--- src/rtl/peak_to_dds_cfg.sv ---
// peak_to_dds_cfg
//   Turns a find-max peak (bin index + three neighbour magnitudes) and a root
//   magnitude into one DDS phase-increment config beat and a 16-bit amplitude.
//   The bin position is refined by a 3-point centroid offset
//   |m2-m0| / (m0+m1+m2), computed by a bit-serial restoring divider.
//
// Ports
//   clk, rst                     clock, synchronous active-high reset
//   s_peak_tvalid/taddr/tdata_*  peak bin index and magnitudes of bins
//                                taddr-1, taddr, taddr+1 (signed)
//   s_root_tvalid/tdata          unsigned root magnitude
//   m_cfg_tvalid/tdata           DDS config beat {4'b0, pinc[27:0]}
//   amp_word, amp_valid          amplitude word (held), pulses with the beat
//   busy                         frame in progress
//   timeout_err                  pulse when a peak's root never arrives
module peak_to_dds_cfg #(
  parameter int          DATA_WIDTH     = 24,
  parameter int          ADDR_WIDTH     = 8,
  parameter int          ROOT_WIDTH     = 25,
  parameter int          FRAC_BITS      = 8,
  parameter int unsigned FREQ_K         = 4096,
  parameter int unsigned AMP_K          = 3,
  parameter int          AMP_SHIFT      = 2,
  parameter int          TIMEOUT_CYCLES = 1024
) (
  input  logic                         clk,
  input  logic                         rst,
  input  logic                         s_peak_tvalid,
  input  logic [ADDR_WIDTH-1:0]        s_peak_taddr,
  input  logic signed [DATA_WIDTH-1:0] s_peak_tdata_0,
  input  logic signed [DATA_WIDTH-1:0] s_peak_tdata_1,
  input  logic signed [DATA_WIDTH-1:0] s_peak_tdata_2,
  input  logic                         s_root_tvalid,
  input  logic [ROOT_WIDTH-1:0]        s_root_tdata,
  output logic                         m_cfg_tvalid,
  output logic [31:0]                  m_cfg_tdata,
  output logic [15:0]                  amp_word,
  output logic                         amp_valid,
  output logic                         busy,
  output logic                         timeout_err
);

  // Remainder/denominator width: den < 3*2^(DW-1) and the shifted remainder
  // can reach 2*den, so two extra bits cover both without overflow.
  localparam int RW  = DATA_WIDTH + 2;
  localparam int TW  = (TIMEOUT_CYCLES > 1) ? $clog2(TIMEOUT_CYCLES) : 1;
  localparam int DCW = (FRAC_BITS > 1) ? $clog2(FRAC_BITS) : 1;
  localparam int PW  = ADDR_WIDTH + FRAC_BITS + 1;   // signed position
  localparam int MW  = PW - 1 + 32;                  // pos * FREQ_K
  localparam int AW  = ROOT_WIDTH + 32;              // root * AMP_K

  typedef enum logic [2:0] {IDLE, WAIT_ROOT, DIV, CALC, EMIT} state_t;

  state_t                state;
  logic [ADDR_WIDTH-1:0] addr_r;
  logic [DATA_WIDTH-1:0] m0_r, m1_r, m2_r;
  logic [ROOT_WIDTH-1:0] root_r;
  logic [RW-1:0]         rem_r, den_r;
  logic [FRAC_BITS-1:0]  q_r;
  logic                  neg_r;
  logic [DCW-1:0]        div_cnt;
  logic [TW-1:0]         to_cnt;
  logic [27:0]           pinc_r;
  logic [15:0]           amp_r;

  function automatic logic [DATA_WIDTH-1:0] clamp0(input logic signed [DATA_WIDTH-1:0] v);
    return v[DATA_WIDTH-1] ? '0 : v;
  endfunction

  // Magnitudes that will be in effect once this cycle's capture lands, so a
  // peak and root arriving together seed the divider with the new peak.
  logic [DATA_WIDTH-1:0] c0, c1, c2, n0, n1, n2;
  logic [RW-1:0]         num_nxt, den_nxt;

  always_comb begin
    c0 = clamp0(s_peak_tdata_0);
    c1 = clamp0(s_peak_tdata_1);
    c2 = clamp0(s_peak_tdata_2);
    n0 = s_peak_tvalid ? c0 : m0_r;
    n1 = s_peak_tvalid ? c1 : m1_r;
    n2 = s_peak_tvalid ? c2 : m2_r;
    num_nxt = (n2 >= n0) ? RW'(n2 - n0) : RW'(n0 - n2);
    den_nxt = RW'(n0) + RW'(n1) + RW'(n2);
  end

  // One restoring step; a zero denominator never produces a quotient bit.
  logic [RW-1:0] rem_sh;
  logic          q_bit;

  always_comb begin
    rem_sh = {rem_r[RW-2:0], 1'b0};
    q_bit  = (den_r != '0) && (rem_sh >= den_r);
  end

  // Position -> phase increment, root -> amplitude, both full precision
  // before saturation.
  logic signed [PW-1:0] pos_base, pos_q, pos_s;
  logic [PW-2:0]        pos_u;
  logic [MW-1:0]        pinc_prod, pinc_shr;
  logic [AW-1:0]        amp_prod, amp_shr;
  logic [27:0]          pinc_sat;
  logic [15:0]          amp_sat;

  always_comb begin
    pos_base  = $signed({1'b0, addr_r, {FRAC_BITS{1'b0}}});
    pos_q     = $signed({{(PW-FRAC_BITS){1'b0}}, q_r});
    pos_s     = neg_r ? (pos_base - pos_q) : (pos_base + pos_q);
    pos_u     = pos_s[PW-1] ? '0 : pos_s[PW-2:0];
    pinc_prod = MW'(pos_u) * MW'(FREQ_K);
    pinc_shr  = pinc_prod >> FRAC_BITS;
    pinc_sat  = (pinc_shr > MW'(28'hFFF_FFFF)) ? 28'hFFF_FFFF : pinc_shr[27:0];
    amp_prod  = AW'(root_r) * AW'(AMP_K);
    amp_shr   = amp_prod >> AMP_SHIFT;
    amp_sat   = (amp_shr > AW'(16'hFFFF)) ? 16'hFFFF : amp_shr[15:0];
  end

  assign busy = (state != IDLE);

  always_ff @(posedge clk) begin
    if (rst) begin
      state        <= IDLE;
      addr_r       <= '0;
      m0_r         <= '0;
      m1_r         <= '0;
      m2_r         <= '0;
      root_r       <= '0;
      rem_r        <= '0;
      den_r        <= '0;
      q_r          <= '0;
      neg_r        <= 1'b0;
      div_cnt      <= '0;
      to_cnt       <= '0;
      pinc_r       <= '0;
      amp_r        <= '0;
      m_cfg_tvalid <= 1'b0;
      m_cfg_tdata  <= '0;
      amp_word     <= '0;
      amp_valid    <= 1'b0;
      timeout_err  <= 1'b0;
    end else begin
      m_cfg_tvalid <= 1'b0;
      amp_valid    <= 1'b0;
      timeout_err  <= 1'b0;
      case (state)
        IDLE, WAIT_ROOT: begin
          if (s_peak_tvalid) begin
            addr_r <= s_peak_taddr;
            m0_r   <= c0;
            m1_r   <= c1;
            m2_r   <= c2;
            to_cnt <= '0;
          end else if (state == WAIT_ROOT) begin
            to_cnt <= to_cnt + 1'b1;
          end
          // A root only counts once a peak is held or arriving with it.
          if (s_root_tvalid && (s_peak_tvalid || state == WAIT_ROOT)) begin
            root_r  <= s_root_tdata;
            rem_r   <= num_nxt;
            den_r   <= den_nxt;
            neg_r   <= (n2 < n0);
            q_r     <= '0;
            div_cnt <= '0;
            state   <= DIV;
          end else if (s_peak_tvalid) begin
            state <= WAIT_ROOT;
          end else if (state == WAIT_ROOT && to_cnt == TW'(TIMEOUT_CYCLES - 1)) begin
            timeout_err <= 1'b1;
            state       <= IDLE;
          end
        end
        DIV: begin
          rem_r   <= q_bit ? (rem_sh - den_r) : rem_sh;
          q_r     <= {q_r[FRAC_BITS-2:0], q_bit};
          div_cnt <= div_cnt + 1'b1;
          if (div_cnt == DCW'(FRAC_BITS - 1)) state <= CALC;
        end
        CALC: begin
          pinc_r <= pinc_sat;
          amp_r  <= amp_sat;
          state  <= EMIT;
        end
        EMIT: begin
          m_cfg_tvalid <= 1'b1;
          amp_valid    <= 1'b1;
          m_cfg_tdata  <= {4'b0, pinc_r};
          amp_word     <= amp_r;
          state        <= IDLE;
        end
        default: state <= IDLE;
      endcase
    end
  end

endmodule

--- config.mk ---
export PLATFORM = sky130hd
export DESIGN_NAME = peak_to_dds_cfg
export DESIGN_NICKNAME = d
export VERILOG_FILES = /design/src/rtl/peak_to_dds_cfg.sv
export SDC_FILE = /design/constraint.sdc
export NUM_CORES = 1
export LEC_CHECK = 0
export BUFFER_PORTS_ARGS = -buffer_cell sky130_fd_sc_hd__clkbuf_2
export CORE_UTILIZATION = 40
export DETAILED_ROUTE_END_ITERATION = 8
export GPL_ROUTABILITY_DRIVEN = 0
export GPL_TIMING_DRIVEN = 0
export PLACE_DENSITY = 0.55
export SETUP_SLACK_MARGIN = 0.05
export SLEW_MARGIN = 10
export SYNTH_ARGS = -nofsm -noshare
export SYNTH_HDL_FRONTEND = slang
export SYNTH_SLANG_ARGS = --single-unit
--- constraint.sdc ---
create_clock -name clk -period 6.95 [get_ports clk]
set_input_delay 0 -clock clk [delete_from_list [all_inputs] [get_ports clk]]
set_output_delay 0 -clock clk [all_outputs]
set_load 0.02 [all_outputs]
==> results.txt, run 1 <==
number of antenna cells inserted = 0
Filler Cell Count = 4125
area taken by flip-flops and latches = 0.00494 mm^2
max_slew headroom = 0.310
Post-CTS Setup Inserts = 0
unrepaired setup endpoints after global routing = false
half-perimeter wire length of the detailed placement result = 42100 um
area growth from synthesis to layout = 20.1%
type of the worst setup path = in2reg
critical path startpoint = s_peak_tvalid
horizontal die dimension = 206 um
area of the core region = 0.0410 mm^2
most prevalent standard cell on the critical path = sky130_fd_sc_hd__a21o_1
final critical-path required period = 5.84 ns
synthesized netlist cell count = 2122
share of cells above drive strength 1 = 0.110
type of origin of the critical path = input pin
Clock Skews = 0.0102 ns
Post-Synthesis Mean Instance Area = 7.87 um^2
routed wire length = 53500 um
cell at the slowest stage of the critical path = sky130_fd_sc_hd__fa_1
number of warnings printed during yosys synthesis = 0
origin of the worst min-delay path = s_peak_tdata_1[19]
Worst-Margin Slew = 1.03 ns
worst vdd ir = 207 uV
max cap viols = 0
Clock transition at path regs = 0.06 ns
post-synthesis instance area = 0.0167 mm^2
1st-iter DRT viols = 839
Worst Hold Class = in2reg
required time worst endpoint = 7.42 ns
Yosys top cell area share = 0.296
final hold vios = 0
final total negative setup slack = 0 ns
total grt overflow = 0
most common cell after layout, fill and taps aside = sky130_fd_sc_hd__nand2_1
Vert. Die Dim = 206 um
Post-synth EDFFs = 0
number of synthesized register bits = 247
leakage power = 8.85 nW
violations in the final reports = design-rule violations
crit path DAT = 6.31 ns
crit-path cells = dlygate4sd3_1 > clkbuf_2 > clkinv_1 > clkbuf_1 > clkbuf_1 > a22oi_1 > fa_1 > inv_1 > ha_1 > a21o_1 > a31oi_1 > o211ai_1 > a21o_1 > a21o_1 > a2111oi_0 > o21ai_0 > a31oi_1 > o21ai_0 > xor2_1 > a22o_1
biggest area consumer among synthesized cells = sky130_fd_sc_hd__dfxtp_1
area of combinational cells with multiple inputs = 0.0107 mm^2
overall fraction of global-route tracks in use = 0.248
vias after detailed routing = 15975
critical path capture point type = flip-flop
CP Max Fanout = 10
clock latency of the later-clocked register in the worst-skew pair = 0.58 ns
clock buffers created by TritonCTS = 29
family with the most delay on the worst path = compound AO/OA/AOI/OAI gates
mean routed wirelength per cell = 18.1 um
DRC = 19
starting utilization of the core area = 0.407
number of I/O pins = 161
wire length of the first global-routing pass = 82900 um
CTS tree = yes
number of buffers added on ports = 143
power density over the cells = 255 mW/mm^2
Post-Route Utilization = 0.489
register area share after synthesis = 0.296
pin count of the biggest net entering global routing = 16
Die Area = 0.0426 mm^2
clock sink count = 247
Highest Clock Rate = 171 MHz
cell types occupying the most area after synthesis = sky130_fd_sc_hd__dfxtp_1 (30%), sky130_fd_sc_hd__ha_1 (9.4%), sky130_fd_sc_hd__a21oi_1 (6.4%), sky130_fd_sc_hd__nand2_1 (6.1%), sky130_fd_sc_hd__nor2_1 (4.7%)
net count reported at finish = 2671
ratio of final minimum period to clock period = 0.840
vias in the first global route = 15263
remaining antenna violation count = 0
Main synth FF type = sky130_fd_sc_hd__dfxtp_1
1st-pass router iterations = 7
initial antenna violation count = 0
number of buffers on the longest clock path = 3
number of vias per cell = 5.40
count of final max-slew check failures = 0
proportion of register bits with asynchronous set or reset after synthesis = 0
count of unique library cells instantiated by Yosys = 83
commonest non-fill, non-tap cells in the layout = sky130_fd_sc_hd__nand2_1 (270), sky130_fd_sc_hd__dfxtp_1 (247), sky130_fd_sc_hd__a21oi_1 (212)
Final Setup Violations = 0
standard-cell rows = 74
root cell of the clock tree = sky130_fd_sc_hd__clkbuf_16
biggest cell delay along the critical path = 0.64 ns
status = complete, but fails checks
startpoint of the most critical register-to-register path = m0_r[2]$_SDFFE_PP0N_
maximum level of the CTS H-tree = 1
combined buffer and inverter count along the critical path = 6
==> Yosys cell counts, types with 11 or more instances <==
library cell / n
sky130_fd_sc_hd__o21ai_0: 68
sky130_fd_sc_hd__nor2_1: 211
sky130_fd_sc_hd__mux2i_1: 29
sky130_fd_sc_hd__xnor2_1: 55
sky130_fd_sc_hd__nand3_1: 33
sky130_fd_sc_hd__or3_1: 13
sky130_fd_sc_hd__nand4_1: 17
sky130_fd_sc_hd__buf_2: 13
sky130_fd_sc_hd__fa_1: 29
sky130_fd_sc_hd__dfxtp_1: 247
sky130_fd_sc_hd__and3_1: 14
sky130_fd_sc_hd__xor2_1: 39
sky130_fd_sc_hd__clkbuf_1: 90
sky130_fd_sc_hd__and2_1: 14
sky130_fd_sc_hd__o211ai_1: 14
sky130_fd_sc_hd__nand2b_1: 13
sky130_fd_sc_hd__nor3_1: 31
sky130_fd_sc_hd__nor2b_1: 25
sky130_fd_sc_hd__nand2_1: 270
sky130_fd_sc_hd__a31oi_1: 15
sky130_fd_sc_hd__buf_4: 18
sky130_fd_sc_hd__buf_1: 14
sky130_fd_sc_hd__inv_1: 133
sky130_fd_sc_hd__o21bai_1: 11
sky130_fd_sc_hd__o21a_1: 14
sky130_fd_sc_hd__a211oi_1: 96
sky130_fd_sc_hd__a22oi_1: 74
sky130_fd_sc_hd__a21oi_1: 212
sky130_fd_sc_hd__ha_1: 126
sky130_fd_sc_hd__a21o_1: 46
==> through the flow <==
step           area, um^2  std cells  setup slack, ns  hold slack, ns  total power, mW
2_1_floorplan       16800       2137             2.80           0.136             3.03
3_3_place_gp        18100       2812             1.04           0.227             3.53
3_5_place_dp        18100       2812             1.09           0.235             3.54
4_1_cts             20100       2959             1.15          0.0101             5.14
5_1_grt             20100       2959            0.789          0.0332             5.43
6_report            20100       2959             1.11         0.00171             5.13
==> kinds of logic after synthesis <==
family,count (synthesis),synth area share
other,1,0.000224
AOI/OAI and AO/OA,641,0.256
xor gates and xnor gates,94,0.0493
muxes,38,0.0237
adders and majority gates,155,0.129
DFF,247,0.296
buffers and inverters,273,0.0687
and+or+nand+nor,673,0.177
==> per-layer routing <==
layer / wire length, um / track usage
met5: 0 / 0
met4: 2270 / 0.101
met3: 2270 / 0.0257
met2: 24500 / 0.409
met1: 24500 / 0.330
==> path summary, 6_finish.rpt <==
check                                                    end  slack [ns]  cells after the start
worst min-delay path                   m1_r[19]$_SDFFE_PP0N_       0.002                      5
worst max-delay path                  den_r[22]$_SDFFE_PP0P_        1.11                     20
worst max register to register        den_r[22]$_SDFFE_PP0P_        2.07                     15
worst min register to register  m_cfg_tdata[19]$_SDFFE_PP0P_        0.45                      2
==> worst reg2reg max path: cells and delay by family (launching register included) <==
| family | cells | cell delay [ns] |
|---|---|---|
| AO/OA/AOI/OAI | 11 | 3.39 |
| XOR/XNOR | 1 | 0.20 |
| flip-flops | 1 | 0.31 |
| buffers and inverters | 1 | 0.09 |
| adder cells (fa/ha/maj) | 2 | 0.79 |
==> sequential cells by signal, summed over array words and instances, names as in the netlist, 3 cells and up <==
name         cells
to_cnt          10
pinc_r          16
amp_word        16
div_cnt          3
m_cfg_tdata     16
addr_r           8
state            3
m2_r            24
m1_r            24
rem_r           25
q_r              8
amp_r           16
den_r           26
m0_r            24
root_r          25
==> area by class of cell <==
cell class / count / share of cell area
inverter: 134 / 0.0251
multi-input combinational: 1617 / 0.532
tap: 532 / 0.0332
clock inverter: 11 / 0.00580
buffer: 139 / 0.0321
clock buffer: 40 / 0.0422
timing repair buffer: 239 / 0.0835
sequential: 247 / 0.246
==> repair_timing <==
item,CTS,global route
gates resized for setup,0,0
hold buffers,96,0
endpoints found under the hold margin,96,0
setup endpoints to repair,0,0
==> where the power goes <==
part	internal, mW	switching (mW)
Clock	0.891	0.642
Combinational	0.824	1.18
Sequential	1.51	0.0764
Total	3.23	1.90
(Power assumes the default switching activity.)
==> inputs of run 2 (changes only) <==
- clock period: 6.95 -> 6.1 ns (I/O delays scaled with it)
==> results.txt, run 2 (synthesized netlist as in run 1, its figures left out) <==
number of buffers on the longest clock path = 3 (unchanged)
standard-cell rows = 74 (unchanged)
startpoint of the most critical register-to-register path = m0_r[2]$_SDFFE_PP0N_ (unchanged)
Clk pwr share = 0.299 (about the same)
crit path DAT = 6.19 ns (was 6.31 ns)
Highest Clock Rate = 175 MHz
CTS tree = yes (unchanged)
Min Hold Slack = 0.00178 ns (was 0.00171 ns)
net count reported at finish = 2671 (unchanged)
violations in the final reports = design-rule violations (unchanged)
power density over the cells = 291 mW/mm^2 (was 255 mW/mm^2)
Largest register FFs = 26 (unchanged)
final total negative setup slack = 0 ns (unchanged)
final hold vios = 0 (unchanged)
part of the power in registers = 0.310 (about the same)
critical path capture point type = flip-flop (unchanged)
biggest registers after layout = den_r (26), rem_r (25), root_r (25) (unchanged)
Clock Skews = 0.0107 ns (was 0.0102 ns)
required time worst endpoint = 6.57 ns (was 7.42 ns)
share of cells above drive strength 1 = 0.111 (was 0.110)
capture instance of the worst register-to-register path = den_r[22]$_SDFFE_PP0P_ (unchanged)
count of final max-slew check failures = 0 (unchanged)
type of origin of the critical path = input pin (unchanged)
number of buffers added on ports = 143 (unchanged)
DRC = 19 (unchanged)
vias after detailed routing = 15983 (was 15975)
clock buffers created by TritonCTS = 29 (unchanged)
routed wire length = 53500 um (about the same)
horizontal die dimension = 206 um (unchanged)
Post-Route Utilization = 0.489 (about the same)
most common cell after layout, fill and taps aside = sky130_fd_sc_hd__nand2_1 (unchanged)
max_slew headroom = 0.310 (about the same)
maximum level of the CTS H-tree = 1 (unchanged)
1st-pass router iterations = 9 (was 7)
1st-iter DRT viols = 839 (unchanged)
Vert. Die Dim = 206 um (unchanged)
root cell of the clock tree = sky130_fd_sc_hd__clkbuf_16 (unchanged)
post-place setup slack = 0.245 ns (was 1.09 ns)
number of I/O pins = 161 (unchanged)
mean routed wirelength per cell = 18.1 um (about the same)
Final Setup Violations = 0 (unchanged)
pin count of the biggest net entering global routing = 16 (unchanged)
final critical-path required period = 5.71 ns
overall fraction of global-route tracks in use = 0.248 (unchanged)
part of the total power dissipated in combinational logic = 0.391 (about the same)
vias in the first global route = 15263 (unchanged)
type of the worst setup path = in2reg (unchanged)
Worst-Margin Slew = 1.03 ns (about the same)
cell-internal power = 3.68 mW (was 3.23 mW)
net switching power = 2.17 mW (was 1.90 mW)
timing endpoint of the critical path = den_r[22]$_SDFFE_PP0P_ (unchanged)
remaining antenna violation count = 0 (unchanged)
number of vias per cell = 5.40 (about the same)
starting utilization of the core area = 0.407 (unchanged)
total grt overflow = 0 (unchanged)
Clock transition at path regs = 0.06 ns (about the same)
commonest non-fill, non-tap cells in the layout = sky130_fd_sc_hd__nand2_1 (270), sky130_fd_sc_hd__dfxtp_1 (247), sky130_fd_sc_hd__a21oi_1 (212) (unchanged)
number of antenna cells inserted = 0 (unchanged)
Die Area = 0.0426 mm^2 (unchanged)
Filler Cell Count = 4123 (was 4125)
half-perimeter wire length of the detailed placement result = 42100 um (unchanged)
area of the core region = 0.0410 mm^2 (unchanged)
ratio of final minimum period to clock period = 0.936
number of cells traversed by the worst register-to-register path = 15 (unchanged)
worst vdd ir = 235 uV (was 207 uV)
area growth from synthesis to layout = 20.1% (about the same)
CP Max Fanout = 10 (unchanged)
critical path startpoint = s_peak_tvalid (unchanged)
max cap viols = 0 (unchanged)
unrepaired setup endpoints after global routing = false (unchanged)
initial antenna violation count = 0 (unchanged)
wire length of the first global-routing pass = 82900 um (unchanged)
clock latency of the later-clocked register in the worst-skew pair = 0.58 ns (about the same)
switching share of power = 0.371 (about the same)
Worst Hold Class = in2reg (unchanged)
register name with the most flops = den_r (unchanged)
status = complete, but fails checks (unchanged)
final setup slack of the worst path = 0.389 ns (was 1.11 ns)
leakage power = 8.86 nW (was 8.85 nW)
reg-to-reg setup timing slack = 1.22 ns (was 2.07 ns)
clock sink count = 247 (unchanged)
run 2: changes by cell type in the layout (fill, tap and decap cells not counted):
cell                       delta
sky130_fd_sc_hd__clkbuf_1     -3
sky130_fd_sc_hd__clkbuf_2     +3
run 2: power by group through the flow:
stage | logic (mW) | clock network, mW | registers [mW]
floorplan | 1.65 | 0 | 1.81
global placement | 2.19 | 0 | 1.84
detailed placement | 2.20 | 0 | 1.84
CTS | 2.26 | 1.79 | 1.81
global route | 2.51 | 1.86 | 1.82
finish | 2.29 | 1.75 | 1.81
run 2: cell type report:
cell class / count / area (um^2) / area share
Clock buffer: 40 / 847 / 0.0422
Multi-Input combinational cell: 1617 / 10700 / 0.532
Inverter: 134 / 503 / 0.0251
Buffer: 139 / 648 / 0.0323
Timing Repair Buffer: 239 / 1680 / 0.0835
Sequential cell: 247 / 4940 / 0.246
Clock inverter: 11 / 116 / 0.00580
Tap cell: 532 / 666 / 0.0332
run 2: what timing repair did:
action,4_1_cts,5_1_grt
hold endpoints to repair,96,0
buffers inserted,0,0
gates resized for setup,0,6
hold buffers,96,0
endpoints found under the setup margin,0,2
run 2: stage by stage:
| stage | total power [mW] | area, um^2 | std cells |
|---|---|---|---|
| detailed placement | 4.04 | 18100 | 2812 |
| global route | 6.18 | 20100 | 2959 |
| floorplan | 3.46 | 16800 | 2137 |
| finish | 5.84 | 20100 | 2959 |
| CTS | 5.85 | 20100 | 2959 |
| global placement | 4.03 | 18100 | 2812 |
run 2: critical path, stage by stage:
cell	delay [ns]
sky130_fd_sc_hd__dlygate4sd3_1	0.52
sky130_fd_sc_hd__clkbuf_2	0.19
sky130_fd_sc_hd__clkinv_1	0.28
sky130_fd_sc_hd__nor2_1	0.36
sky130_fd_sc_hd__clkbuf_1	0.54
sky130_fd_sc_hd__a22oi_1	0.28
sky130_fd_sc_hd__fa_1	0.62
sky130_fd_sc_hd__inv_1	0.06
sky130_fd_sc_hd__ha_1	0.28
sky130_fd_sc_hd__a21o_1	0.19
sky130_fd_sc_hd__a31oi_1	0.37
sky130_fd_sc_hd__o211ai_1	0.20
sky130_fd_sc_hd__a21o_1	0.25
sky130_fd_sc_hd__a21o_1	0.24
sky130_fd_sc_hd__a2111oi_0	0.53
sky130_fd_sc_hd__o21ai_0	0.22
sky130_fd_sc_hd__a31oi_1	0.45
sky130_fd_sc_hd__o21ai_0	0.21
sky130_fd_sc_hd__xor2_1	0.19
sky130_fd_sc_hd__a22o_1	0.19
run 2: worst min-delay path by stage:
stage	start	end	slack, ns	cells after the start
2_1_floorplan	s_root_tdata[0]	root_r[0]$_SDFFE_PP0P_	0.14	2
6_report	s_peak_tdata_1[19]	m1_r[19]$_SDFFE_PP0N_	0.002	5
4_1_cts	s_peak_tdata_1[18]	m1_r[18]$_SDFFE_PP0N_	0.01	5
5_1_grt	s_peak_tdata_1[17]	m1_r[17]$_SDFFE_PP0N_	0.03	5
3_3_place_gp	s_peak_taddr[3]	addr_r[3]$_SDFFE_PP0P_	0.23	3
3_5_place_dp	s_peak_taddr[2]	addr_r[2]$_SDFFE_PP0P_	0.23	3
run 2: metal layers:
metal,up-vias,global-route usage,wire [um]
li1,8010,-,-
met1,7452,0.330,24400
met2,424,0.409,24500
met3,97,0.0257,2340
met4,0,0.101,2280
met5,-,0,0
